===== src/rtl/multi_edge_detector.sv =====
// multi_edge_detector: per-channel rise/fall/both edge pulses with saturating event counts.
// Define MULTI_EDGE_SYNC_EN to add a two-flop synchronizer on signal_in (adds 2 cycles latency and priming).
module multi_edge_detector #(
    parameter int WIDTH        = 2,
    parameter int PULSE_CYCLES = 1,
    parameter int COUNT_WIDTH  = 8
) (
    input  logic                         clk,
    input  logic                         rst,
    input  logic [WIDTH-1:0]             signal_in,
    input  logic [2*WIDTH-1:0]           mode,
    input  logic [WIDTH-1:0]             count_clear,
    output logic [WIDTH-1:0]             edge_detect_pulse,
    output logic [WIDTH*COUNT_WIDTH-1:0] edge_count
);
    localparam int PW = $clog2(PULSE_CYCLES + 1);
    localparam logic [PW-1:0] PLOAD = PW'(PULSE_CYCLES);
    localparam logic [COUNT_WIDTH-1:0] CMAX = '1;
    logic [WIDTH-1:0] s;
    logic [WIDTH-1:0] prev;
    logic [WIDTH-1:0] det;
    logic             primed;
    logic [1:0]       pc;
`ifdef MULTI_EDGE_SYNC_EN
    localparam logic [1:0] PRIME_LAST = 2'd2;
    logic [WIDTH-1:0] sync1, sync2;
    always_ff @(posedge clk or posedge rst) begin
        if (rst) begin
            sync1 <= '0;
            sync2 <= '0;
        end else begin
            sync1 <= signal_in;
            sync2 <= sync1;
        end
    end
    assign s = sync2;
`else
    localparam logic [1:0] PRIME_LAST = 2'd0;
    assign s = signal_in;
`endif
    // prev tracks the input even while priming, so a level held through reset is never an edge
    always_ff @(posedge clk or posedge rst) begin
        if (rst) begin
            prev   <= '0;
            primed <= 1'b0;
            pc     <= '0;
        end else begin
            prev <= s;
            if (!primed) begin
                pc     <= pc + 2'd1;
                primed <= (pc == PRIME_LAST);
            end
        end
    end
    for (genvar i = 0; i < WIDTH; i++) begin : g_ch
        logic [1:0]             m;
        logic [PW-1:0]          pcnt;
        logic [COUNT_WIDTH-1:0] cnt;
        assign m      = mode[2*i +: 2];
        assign det[i] = primed & ((m[0] & s[i] & ~prev[i]) | (m[1] & ~s[i] & prev[i]));
        always_ff @(posedge clk or posedge rst) begin
            if (rst) begin
                pcnt <= '0;
                cnt  <= '0;
            end else begin
                pcnt <= det[i] ? PLOAD : (pcnt != '0) ? pcnt - PW'(1) : pcnt;
                cnt  <= count_clear[i] ? COUNT_WIDTH'(det[i]) :
                        (det[i] && cnt != CMAX) ? cnt + COUNT_WIDTH'(1) : cnt;
            end
        end
        assign edge_detect_pulse[i]                      = (pcnt != '0);
        assign edge_count[i*COUNT_WIDTH +: COUNT_WIDTH] = cnt;
    end
endmodule


===== config.mk =====
export PLATFORM = sky130hd
export DESIGN_NAME = multi_edge_detector
export DESIGN_NICKNAME = d
export VERILOG_FILES = /design/src/rtl/multi_edge_detector.sv
export SDC_FILE = /design/constraint.sdc
export NUM_CORES = 1
export LEC_CHECK = 0
export BUFFER_PORTS_ARGS = -buffer_cell sky130_fd_sc_hd__buf_2
export CAP_MARGIN = 40
export CORE_MARGIN = 4
export CORE_UTILIZATION = 56
export CTS_CLUSTER_SIZE = 30
export DETAILED_ROUTE_END_ITERATION = 10
export PLACE_DENSITY = 0.93
export SYNTH_ARGS = -nofsm -noshare
export SYNTH_HDL_FRONTEND = slang
export SYNTH_SLANG_ARGS = --single-unit

===== constraint.sdc =====
create_clock -name clk -period 3.2 [get_ports clk]
set_input_delay 0.32 -clock clk [delete_from_list [all_inputs] [get_ports clk]]
set_output_delay 0.32 -clock clk [all_outputs]
set_load 0.01 [all_outputs]

Word-level counts from Yosys, hierarchy flattened. Cells that the tools add are included.

Add/subtract/negate cells: 5. Mux-type cells: 9. $lt $le $gt $ge: 0. Shifts and indexed selects: 0. $mul: 0. Reductions and logical operators: 5. Div/mod/pow operators: 0. Bitwise logic cells: 16. Equality and inequality tests: 2.

Operators by type and width (number): $mux W8 (4); $add A8 B1 Y8 const B (2); $ne A8 B8 Y1 const B (2); $and A1 B1 Y1 (10); $mux W1 (5); $not A1 Y1 (4); $reduce_bool A2 Y1 (2); $add A2 B1 Y2 const B (1); $logic_and A1 B1 Y1 (2); $logic_not A2 Y1 (1); $or A1 B1 Y1 (2); $sub A1 B1 Y1 const B (2).

Memory bits (read-only): 0. Memory bits (writable): 0. Flip-flop bits (word level): 23. Bits in latches: 0. Output and inout port bits: 18. Memories: 0. Logic and storage cells: 44.

Longest topological paths before layout.
Depth in word-level cells: 8. Depth in mapped cells: 6. Depth with buffers taken out: 5.

Worst setup path after synthesis. No wires, ideal clock.

Kind: register to register. Start: reg g_ch[0].cnt[0]. End: reg g_ch[0].cnt[0]. Arrival time: 1.347 ns. Slack: 1.732 ns. Setup time: 0.121 ns. Required time: 3.079 ns. Cell stages (with the launch flop): 6. Period minus slack after synthesis: 1.468 ns. Path buffers: 0. Cells stage by stage: dfrtp_1 > ha_1 > and4_1 > and2_1 > o21bai_1 > a22o_1.

Cells in the longest elaborated chain, start to end: 3.

Ends and longest elaborated chain: start: declaration (line 58) `logic [COUNT_WIDTH-1:0] cnt;`; start signal: assignment (line 67) `cnt <= count_clear[i] ? COUNT_WIDTH'(det[i]) :`; $add A8 B1 Y8 or $ne A8 B8 Y1 (tied branches) (line 68) `(det[i] && cnt != CMAX) ? cnt + COUNT_WIDTH'(1) : cnt;`; $mux W8 or $logic_and A1 B1 Y1 (tied branches) (line 68); $mux W8 or $reduce_bool A2 Y1 (tied branches).

Several ways; a longest one is shown, not always the timed one. The select of a mux whose other input is x is not followed. A chain may end at the register's enable or synchronous reset.

Final worst setup path.
Start: reg primed. End: reg g_ch[0].cnt[5].

Cells in the longest elaborated chain, start to end: 3.

Ends and longest elaborated chain: start: declaration (line 22) `logic primed;`; start signal: assignment (line 51) `primed <= (pc == PRIME_LAST);`; $and A1 B1 Y1 (line 60) `assign det[i] = primed & ((m[0] & s[i] & ~prev[i]) | (m[1] & ~s[i] & prev[i]));`; $logic_and A1 B1 Y1 (line 68); $reduce_bool A2 Y1 (no line).

No other way between the ends.

==> impl_metrics.yaml <==
run_status:
  status: "completed"
timing:
  slew_headroom_pct: 72.5
  fmax_mhz: 630
  fin_crit_ns: 1.59
  rsz0062_at_grt: "no"
  fin_crit_sh_pct: 49.6
  hold_viol: 0
  maxSlewViolCount: 0
  setup_viol_count_final: 0
  tightest_slew_ns: 0.412
  setup_tns_ns: 0
  fin_skew_ns: 0.00129
yosys:
  synth_area_leaders: "dfrtp_1, a21oi_1, ha_1"
  ys_seq_area_share_pct: 46.7
  synth.cell_area_um2: 1230
  ys_seq_elements: 23
  synth-edff-count: 0
  syn_nets: 132
  yosysUniqueCellTypes: 45
  async_flop_share_pct: 100
  synth_ff_type: "dfrtp_1"
  syn_inst: 119
  yosys_warnings: 0
  synth_top_cell_by_area: "dfrtp_1"
  synth_top_area_share_pct: 46.7
  avgSynthCellArea_um2: 10.3
finish:
  mostFrequentLayoutCells: "buf_2, dfrtp_1, a21oi_1"
  multi_input_area_um2: 591
  syn_to_final_growth_pct: 15.9
  ff_latch_area_um2: 576
  antenna_cells: 0
  layout_commonest_cell: "buf_2"
  drive_gt1_share_pct: 28.1
  finalNetCount: 160
  fin_cells: 173
  n_fill_cell: 158
clock_network:
  post_cts_buffers: 0
  cts_buffers: 3
  cts_root_buf: "clkbuf_4"
  cts-resized-gates: 0
  cts_tree: "yes"
  clock_latency_ns: 0.30
  hold_buffers: 1
  cts.sinks: 23
  h-tree-depth: 1
  clkTransAtPathRegs_ns: 0.12
  clk_path_buf_depth: 2
critical_path:
  r2r-end: "g_ch[0].cnt[5]"
  r2r_cells: 4
  crit_arrival_ns: 1.78
  cpPeakStageDelay_ns: 0.54
  critPathMaxFanout: 7
  cp_cell_sequence: "nand4b_1, a21oi_2, nand4_1, mux2_1"
  end_kind: "flop"
  cp-start-kind: "flop"
  critPathKind: "reg -> reg"
  r2r_slack_ns: 1.61
  crit_slowest_cell: "dfrtp_1"
  critical_path.top_delay_family: "flip-flops"
  cp_data_required_time_ns: 3.40
  r2r-start: "primed"
  crit_buf_inv: 0
drt:
  wirelength_um: 2500
  ant_nets: 0
  drc: 0
  routedWlPerCell_um: 14.5
  num_vias: 1031
  drtIter0Drc: 18
  drt_pre_antenna_iters: 4
  avgViaCountPerCell: 5.96
global_route:
  grt_use_met2_pct: 33.7
  grt_max_degree: 17
  antenna_found_initial: 0
  use_met3_pct: 3.22
  grt_pass1_vias: 1023
  grt_overflow_total: 0
  grt_pass1_wl_um: 4240
  grt_busiest_layer: "met2"
  met1_usage_pct: 23.0
  grt_usage_pct: 19.2
worst_hold_path:
  hold_depth: 1
  holdPathEnd: "prev[0]"
  hold_path.class: "in -> reg"
  holdCritStartpoint: "signal_in[0]"
die:
  dieArea_um2: 3010
  start_util_pct: 60.9
  die_w_um: 54.9
  rows: 16
  core_area_um2: 2020
  ios: 28
  die_h_um: 54.9
pwr:
  peakVddDrop_v: 0.000280
  power.density_nw_per_um2: 343
  power_leakage_nw: 0.673
run:
  drv_cap: 0
placed_design:
  place_congestion: 0.847
  dpl.hpwl_um: 1930
  dp_cells: 168
  port_buffers: 27
report_power, final:
part	internal (W)	total, W	switching (W)
Sequential	0.000298	0.000306	0.00000739
Clock	0.0000465	0.000129	0.0000829
Combinational	0.0000241	0.0000542	0.0000301
Total	0.000369	0.000489	0.000120
cell usage after synthesis (2+ instances only):
cell and number:
and3_1 2, nand4_1 5, and4_1 4, dfrtp_1 23, o21bai_1 2, nor2_1 4
nand2_1 5, a31oi_1 3, inv_1 6, a21oi_1 8, nor3_1 7, a211oi_1 4
o211ai_1 2, ha_1 3, o21ai_0 2, and3b_1 2, nand3_1 7, nand4b_2 2
buf_4 2
metal layers:
layer	share of wire, %	wire (um)
met5	0	0
met4	0.48	12
met3	5.2	131
met2	51	1270
met1	43	1080
worst max-delay path by stage:
stage                         startpoint             end  slack [ns]  cells past startpoint
after floorplan           g_ch[0].cnt[0]  g_ch[0].cnt[0]        1.73                      5
after global placement            primed  g_ch[0].cnt[5]        1.71                      4
after detailed placement          primed  g_ch[0].cnt[5]        1.62                      4
after CTS                         primed  g_ch[0].cnt[5]        1.62                      4
after global routing              primed  g_ch[0].cnt[5]        1.48                      4
final                             primed  g_ch[0].cnt[5]        1.61                      4
final cells by class:
class,instances,share of cell area (%)
Inverter,7,1.84
Sequential cell,23,40.4
Timing Repair Buffer,29,12.1
Multi-Input combinational cell,83,41.4
Clock inverter,1,0.351
Tap cell,27,2.37
Clock buffer,3,1.58
state kept, by name (all words and copies together), names as in the netlist:
name / count
pc: 2
g_ch.pcnt: 2
primed: 1
prev: 2
g_ch.cnt: 16
through the flow:
| stage | utilization, % | cell area (um2) | total power, W | setup WS (ns) | hold slack (ns) |
|---|---|---|---|---|---|
| floorplan | - | 1230 | 0.000343 | 1.73 | 0.322 |
| global placement | 67.3 | 1360 | 0.000358 | 1.71 | 0.462 |
| detailed placement | 68.7 | 1390 | 0.000365 | 1.62 | 0.317 |
| CTS | 70.5 | 1430 | 0.000495 | 1.62 | 0.142 |
| global route | 70.5 | 1430 | 0.000516 | 1.48 | 0.132 |
| finish | 70.5 | 1430 | 0.000489 | 1.61 | 0.154 |
worst reg2reg max path, stage by stage (launching register included):
cell	delay, ns
dfrtp_1	0.54
nand4b_1	0.22
a21oi_2	0.26
nand4_1	0.14
mux2_1	0.33
logic make-up after synthesis:
kind of cell	after synthesis	synth area share [%]
flops	23	46.7
xor+xnor	1	0.712
buf+inv	13	5.28
simple gates	48	25.9
fa+ha+maj	3	3.05
mux	3	2.64
compound gates	28	15.7
Power figures use the tool's default switching activity.
